**src/rtl/i2c_reg_bridge.sv**
```systemverilog
// I2C target front end driving a single-cycle 8-bit register bus (open-drain SDA via sda_oe).
// Optional burst pointer auto-increment: define I2C_AUTOINC_EN.
module i2c_reg_bridge #(
  parameter logic [6:0] I2C_ADDR    = 7'h42,
  parameter int         SYNC_STAGES = 2
) (
  input  logic       clk,
  input  logic       rst_n,
  input  logic       scl_i,
  input  logic       sda_i,
  output logic       sda_oe,
  output logic [7:0] reg_addr,
  output logic [7:0] reg_wdata,
  output logic       reg_wr,
  output logic       reg_read,
  input  logic [7:0] reg_rdata,
  output logic       busy
);

  typedef enum logic [3:0] {
    IDLE, ADDR, ADDR_ACK, PTR, PTR_ACK, WR, WR_ACK, TX, TX_ACK, WAIT_STOP
  } state_t;

  logic [SYNC_STAGES-1:0] scl_sync, sda_sync;
  logic scl_s, sda_s, scl_d, sda_d;
  logic scl_rise, scl_fall, start_det, stop_det;

  // Synchronisers reset to the idle-bus level so reset release creates no edges.
  always_ff @(posedge clk or negedge rst_n) begin
    if (!rst_n) begin
      scl_sync <= '1;
      sda_sync <= '1;
      scl_d    <= 1'b1;
      sda_d    <= 1'b1;
    end else begin
      scl_sync <= {scl_sync[SYNC_STAGES-2:0], scl_i};
      sda_sync <= {sda_sync[SYNC_STAGES-2:0], sda_i};
      scl_d    <= scl_s;
      sda_d    <= sda_s;
    end
  end

  assign scl_s     = scl_sync[SYNC_STAGES-1];
  assign sda_s     = sda_sync[SYNC_STAGES-1];
  assign scl_rise  = scl_s & ~scl_d;
  assign scl_fall  = ~scl_s & scl_d;
  assign start_det = scl_s & scl_d & sda_d & ~sda_s;
  assign stop_det  = scl_s & scl_d & ~sda_d & sda_s;

  state_t     state_q, state_d;
  logic [3:0] cnt_q, cnt_d;
  logic [7:0] shift_q, shift_d, tx_q, tx_d;
  logic [7:0] addr_q, addr_d, wdata_q, wdata_d;
  logic       rw_q, rw_d, oe_q, oe_d, wr_q, wr_d, rd_q, rd_d, busy_q, busy_d;

  always_ff @(posedge clk or negedge rst_n) begin
    if (!rst_n) begin
      state_q <= IDLE;
      cnt_q   <= '0;
      shift_q <= '0;
      tx_q    <= '0;
      addr_q  <= '0;
      wdata_q <= '0;
      rw_q    <= 1'b0;
      oe_q    <= 1'b0;
      wr_q    <= 1'b0;
      rd_q    <= 1'b0;
      busy_q  <= 1'b0;
    end else begin
      state_q <= state_d;
      cnt_q   <= cnt_d;
      shift_q <= shift_d;
      tx_q    <= tx_d;
      addr_q  <= addr_d;
      wdata_q <= wdata_d;
      rw_q    <= rw_d;
      oe_q    <= oe_d;
      wr_q    <= wr_d;
      rd_q    <= rd_d;
      busy_q  <= busy_d;
    end
  end

  always_comb begin
    state_d = state_q;
    cnt_d   = cnt_q;
    shift_d = shift_q;
    tx_d    = tx_q;
    addr_d  = addr_q;
    wdata_d = wdata_q;
    rw_d    = rw_q;
    oe_d    = oe_q;
    busy_d  = busy_q;
    wr_d    = 1'b0;
    rd_d    = 1'b0;
`ifdef I2C_AUTOINC_EN
    if (wr_q) addr_d = addr_q + 8'd1;
`endif
    case (state_q)
      ADDR: begin
        if (scl_rise) begin
          shift_d = {shift_q[6:0], sda_s};
          cnt_d   = cnt_q + 4'd1;
        end else if (scl_fall && cnt_q == 4'd8) begin
          if (shift_q[7:1] == I2C_ADDR) begin
            oe_d    = 1'b1;
            busy_d  = 1'b1;
            rw_d    = shift_q[0];
            state_d = ADDR_ACK;
          end else begin
            busy_d  = 1'b0;
            state_d = IDLE;
          end
        end
      end
      ADDR_ACK: begin
        if (scl_fall) begin
          oe_d  = 1'b0;
          cnt_d = '0;
          if (rw_q) begin
            rd_d    = 1'b1;
            state_d = TX;
          end else begin
            state_d = PTR;
          end
        end
      end
      PTR: begin
        if (scl_rise) begin
          shift_d = {shift_q[6:0], sda_s};
          cnt_d   = cnt_q + 4'd1;
        end else if (scl_fall && cnt_q == 4'd8) begin
          addr_d  = shift_q;
          oe_d    = 1'b1;
          state_d = PTR_ACK;
        end
      end
      PTR_ACK, WR_ACK: begin
        if (scl_fall) begin
          oe_d    = 1'b0;
          cnt_d   = '0;
          state_d = WR;
        end
      end
      WR: begin
        if (scl_rise) begin
          shift_d = {shift_q[6:0], sda_s};
          cnt_d   = cnt_q + 4'd1;
          if (cnt_q == 4'd7) begin
            wdata_d = {shift_q[6:0], sda_s};
            wr_d    = 1'b1;
          end
        end else if (scl_fall && cnt_q == 4'd8) begin
          oe_d    = 1'b1;
          state_d = WR_ACK;
        end
      end
      TX: begin
        // The cycle holding reg_read is the load slot for the next outgoing byte.
        if (rd_q) begin
          tx_d = reg_rdata;
          oe_d = ~reg_rdata[7];
        end else if (scl_rise) begin
          cnt_d = cnt_q + 4'd1;
        end else if (scl_fall) begin
          if (cnt_q == 4'd8) begin
            oe_d    = 1'b0;
            state_d = TX_ACK;
          end else begin
            tx_d = {tx_q[6:0], 1'b0};
            oe_d = ~tx_q[6];
          end
        end
      end
      TX_ACK: begin
        if (scl_rise && sda_s) begin
          state_d = WAIT_STOP;
        end else if (scl_fall) begin
          cnt_d   = '0;
          rd_d    = 1'b1;
          state_d = TX;
`ifdef I2C_AUTOINC_EN
          addr_d  = addr_q + 8'd1;
`endif
        end
      end
      default: ;
    endcase

    if (start_det) begin
      state_d = ADDR;
      cnt_d   = '0;
      oe_d    = 1'b0;
      wr_d    = 1'b0;
      rd_d    = 1'b0;
    end else if (stop_det) begin
      state_d = IDLE;
      oe_d    = 1'b0;
      busy_d  = 1'b0;
      wr_d    = 1'b0;
      rd_d    = 1'b0;
    end
  end

  assign sda_oe    = oe_q;
  assign reg_addr  = addr_q;
  assign reg_wdata = wdata_q;
  assign reg_wr    = wr_q;
  assign reg_read  = rd_q;
  assign busy      = busy_q;

endmodule

```
**config.mk**
```make
export PLATFORM = sky130hd
export DESIGN_NAME = i2c_reg_bridge
export DESIGN_NICKNAME = d
export VERILOG_FILES = /design/src/rtl/i2c_reg_bridge.sv
export SDC_FILE = /design/constraint.sdc
export NUM_CORES = 1
export LEC_CHECK = 0
export BUFFER_PORTS_ARGS = -buffer_cell sky130_fd_sc_hd__buf_2
export CAP_MARGIN = 25
export CORE_ASPECT_RATIO = 1.4
export CORE_MARGIN = 2
export CORE_UTILIZATION = 55
export DETAILED_ROUTE_END_ITERATION = 12
export PLACE_DENSITY = 0.83
export SETUP_SLACK_MARGIN = 0.02
export SLEW_MARGIN = 20
export SYNTH_ARGS = -nofsm -noshare
export SYNTH_HDL_FRONTEND = slang
export SYNTH_SLANG_ARGS = --single-unit
```
**constraint.sdc**
```tcl
create_clock -name clk -period 2.4 [get_ports clk]
set_clock_uncertainty 0.2 [all_clocks]
set_input_delay 0 -clock clk [delete_from_list [all_inputs] [get_ports clk]]
set_output_delay 0 -clock clk [all_outputs]
set_load 0.05 [all_outputs]
```
* Word-level counts from Yosys, hierarchy flattened *
Index checks and enable logic that the tools add are counted.

word-level totals
  output and inout bits = 20
  logic and storage cells = 142
  register bits = 50
  input bits = 12

cells by class
  equality and inequality tests = 34
  bitwise operators = 14
  reduce and logical (&&, ||, !) cells = 18
  add/sub/neg operators = 1
  mux-type cells = 60

operator list
  cell                   number
  $mux W4                21
  $ne A4 B4 Y1 const B   13
  $mux W1                29
  $mux W7                4
  $pmux W4 S7            1
  $eq A4 B3 Y1 const B   5
  $pmux W4 S4            1
  $ne A5 B5 Y1 const B   3
  $reduce_and A14 Y1     1
  $reduce_and A3 Y1      3
  $reduce_and A9 Y1      1
  $reduce_bool A9 Y1     1
  $eq A4 B2 Y1 const B   2
  $eq A4 B4 Y1 const B   2
  $ne A4 B1 Y1 const B   2
  $reduce_and A4 Y1      2
  $and A1 B1 Y1          7
  $eq A7 B7 Y1 const B   1
  $not A1 Y1             7
  $ne A3 B3 Y1 const B   2
  $reduce_bool A6 Y1     1
  $reduce_or A3 Y1       2
  $reduce_bool A5 Y1     1
  $add A4 B1 Y4 const B  1
  other kinds (12)       14

* Logic depth before layout (Yosys ltp) *
  depth in word-level cells = 8
  mapped depth = 8
  gate-level depth less buffers = 7

* Worst setup path after synthesis *
Ideal clock, no wire load.

  path kind = register -> register
  start point = register sda_d
  end point = register state_q[0]
  setup time = 0.125 ns
  path buffers = 0
  stages on the path, launching flop included = 6
  arrival time = 1.668 ns
  setup slack = 0.407 ns
  path through = dfstp_2 > xor2_1 > and3_4 > a2111oi_2 > o21bai_4 > mux2_4

on the way
  cells in the longest elaborated chain, start to end = 5

ends and longest elaborated chain
  what                                                     line  source
  start: declaration                                       25    logic scl_s, sda_s, scl_d, sda_d;
  start signal: assignment                                 39    sda_d <= sda_s;
  $not A1 Y1                                               48    assign stop_det = scl_s & scl_d & ~sda_d & sda_s;
  $and A1 B1 Y1 (2 in a row)                               48
  $ne A5 B5 Y1 (no line) (tied with other cells)           n/a
  $reduce_and A14 Y1 (no line) or $mux W4 (tied branches)  n/a
  end signal: assignment                                   70    state_q <= state_d;
  end: declaration                                         50    state_t state_q, state_d;

Several ways; a longest one is shown, not always the timed one.
A chain may end at the register's enable or synchronous reset.

* Worst setup path after layout *
  start point = register state_q[2]
  end point = register state_q[0]

on the way
  cells in the longest elaborated chain, start to end = 5

ends and longest elaborated chain
  what              line  source
  $eq A4 B3 Y1      99    case (state_q)
  $reduce_or A2 Y1  99
  $pmux W4 S7       99
  $mux W4           196   end else if (stop_det) begin
  $mux W4           190   if (start_det) begin

Several ways; a longest one is shown, not always the timed one.

==> summary.md <==
| Metric | Value |
|---|---|
| CP Data Arrival Time | 2210 ps |
| Async set-reset flop share out of synthesis | 100% |
| CP peak stage delay | 640 ps |
| Worst-path cell chain | nor4b_4 > a21oi_1 > o22ai_1 > nand3_1 > mux2_4 |
| R2r setup slk | 180 ps |
| Power Density | 553 nW/um2 |
| Drt pass-1 iters | 4 |
| Vias | 1883 |
| Worst setup startpoint | state_q[2] |
| Nets | 277 |
| Seq cells post-synth | 50 |
| Fin. Hold Viols | 0 |
| Worst hold margin | 7.85 ps |
| Grt total ovfl | 0 |
| Dpl hpwl | 3750 um |
| Fin area | 2940 um2 |
| TNS Setup | 0 ps |
| Hold Crit Class | primary input to register |
| Synth warnings | 0 |
| DRC Markers | 0 |
| Clock slew seen by the registers of the worst setup and hold paths | 90 ps |
| Initial Util | 56.0% |
| WP buf/inv | 0 |
| Critical Path Start Type | register |
| Critical path endpoint | state_q[0] |
| Syn Inst Count | 218 |
| Post-Syn Area per Cell | 11.5 um2 |
| # rows | 29 |
| Worst vdd ir | 417 uV |
| Area contributors post-synth | dfrtp_1 44%, mux2_2 11%, dfstp_2 6.3% |
| WL final | 5410 um |
| Final GP Congestion | 0.967 |
| Vias in the first global route | 1835 |
| Syn_nets | 232 |
| Crit Reg-Reg Endpoint | state_q[0] |
| Max Cap Viol | 0 |
| Clk_lat worst skew | 320 ps |
| Period utilization | 92.3% |
| Setup bufs post-CTS | 0 |
| CP Depth | 5 |
| Total track usage | 22.6% |
| Status | completed |
| Core Box Area | 4460 um2 |
| Die Wd | 61.0 um |
| Global-route wire length before repair | 8570 um |
| Post-synth EDFFs | 0 |
| Worst hold start | reg_rdata[7] |
| Top Family by Delay on Critical Path | simple AND/OR/NAND/NOR gates |
| Filler cell count in the final layout | 353 |
| Pin count of the biggest net entering global routing | 51 |
| Port buffer count | 31 |
| Vias per cell | 5.78 |
| Register Area | 1260 um2 |
| Ant. Diodes | 0 |
| CTS root buf | clkbuf_8 |
| DR WL/cell | 16.6 um |
| Synth Flop Type | dfrtp_1 |
| Die Ht | 83.8 um |
| TritonCTS Sinks | 50 |
| Post-route minimum period | 2220 ps |
| Reg2Reg Launch Point | state_q[2] |
| Worst slew margin | 57.8% |
| Area Overhead vs Synth | 17.7% |
| Cell variety after synth | 56 |
| Max-slew violations | 0 |
| Layout cell share with drive strength beyond 1 | 34.5% |
| Multi-input logic area | 1160 um2 |
| Worst reg-to-reg path cell count | 5 |
| DIE AREA | 5110 um2 |
| I/O pins | 32 |
| Cell Area, Synth | 2500 um2 |
| RSZ-0062 raised after global routing | no |
| Sequential share of the synthesized area | 50.4% |
| Top-area cell type share of the netlist area | 44.0% |
| Final setup viols | 0 |
| Post-DP Area | 2730 um2 |
| Setup Crit Path Kind | register to register |
| Initial antenna violation count | 0 |
| Slowest CP cell | nor4b_4 |
| Max FO, Critical Path | 12 |
| Slew @ Worst Pin | 617 ps |
| Post-synth top area cell | dfrtp_1 |
| Post-route ant nets | 0 |
| FMAX | 451 MHz |
| Htree depth | 2 |
| CP Capture Type | register |
| P_leak | 0.00137 uW |
| Cts bufs inserted | 5 |
| Initial drt markers | 76 |
| CTS tree | done |
| Req. time, crit path | 2400 ps |
| Max Root-Sink Buffers | 2 |
[sequential cells by signal, summed over array words and instances (netlist names)]
register   flops
busy           1
cnt_q          4
reg_addr       8
reg_read       1
reg_wdata      8
reg_wr         1
rw_q           1
scl_d          1
scl_sync       2
sda_d          1
sda_oe         1
sda_sync       2
shift_q        8
state_q        4
tx_q           7
[power by group]
group	leakage (uW)	switching [uW]	internal, uW
logic	0.000673	58.5	52.7
registers	0.000639	32.9	868
clock network	0.0000585	301	313
[final cells by class]
type | instances | area share [%]
Sequential cell | 50 | 42.8
Multi-Input combinational cell | 153 | 39.4
Timing Repair Buffer | 50 | 11.0
Tap cell | 62 | 2.64
Clock buffer | 5 | 2.34
Clock inverter | 3 | 1.49
Inverter | 3 | 0.383
[how the worst min path moves through the flow]
stage	to	slack, ps	cells after the start
floorplan	busy	-500	0
CTS	sda_oe	6	4
detailed placement	sda_sync[0]	-90	1
global route	sda_oe	90	4
global placement	scl_sync[0]	-90	1
finish	sda_oe	8	4
[per-layer routing]
layer	part of all wire, %	track usage [%]	wire length (um)	up-vias
met1	41	28.4	2200	924
li1	-	-	-	888
met5	0	0	0	-
met3	3.9	3.72	213	9
met4	2.0	9.88	108	0
met2	53	37.4	2890	62
[cells in the mapped netlist (2+ instances only)]
cell      count
o311ai_0      2
buf_2         6
buf_6         2
ha_1          2
dfstp_2       6
clkbuf_1      2
nand2_1      15
and4b_1       2
mux2i_1       7
o22ai_1       2
nand4b_1      3
nor3_2        2
dfrtp_1      44
nor2b_1       4
a21oi_1      12
nand4_1       2
nand3b_1      4
mux2_2       25
nand2b_1      3
nor3_1        4
and3_1        2
nor2_1       16
inv_1         3
o31ai_1       2
nand3_1       6
o21ai_0      10
[placed cells by master, fill, tap and decap left out, types with 4 or more instances in the layout]
master	Yosys	routed
a21oi_1	12	12
buf_2	6	31
buf_4	1	9
clkbuf_8	0	5
dfrtp_1	44	44
dfstp_2	6	6
dlygate4sd3_1	0	10
mux2_2	25	25
mux2i_1	7	7
nand2_1	15	15
nand3_1	6	6
nand3b_1	4	4
nor2_1	16	16
nor2b_1	4	4
nor3_1	4	4
o21ai_0	10	10
[what timing repair did]
action / CTS / global route
hold buffers: 10 / 0
endpoints found under the setup margin: 0 / 0
endpoints found under the hold margin: 59 / 0
resized for setup: 0 / 0
[cell families (layout without fill, tap and decap cells)]
group	Yosys count	count (layout)	share of synthesized area, %
AND/OR/NAND/NOR	73	73	18.1
flip-flops	50	50	50.4
AO/OA/AOI/OAI	43	43	11.8
multiplexers	34	34	15.1
buffers and inverters	15	61	3.30
adder cells (fa/ha/maj)	2	2	1.00
XOR/XNOR	1	1	0.350
[metrics by stage]
stage                     setup WS, ps  cells  utilization [%]  total power, uW
final                              185    326             65.9             1630
after floorplan                    407    218                -              967
after CTS                          191    326             65.9             1630
after global routing              35.5    326             65.9             1670
after detailed placement           213    308             61.1             1020
after global placement             223    308             61.1             1010
[worst register-to-register path, delay by kind of cell (launching register included)]
family	cells	cell delay (ps)
simple gates	2	750
compound gates	2	290
mux	1	280
flops	1	580
No activity file was read; power rests on OpenSTA's default activity.
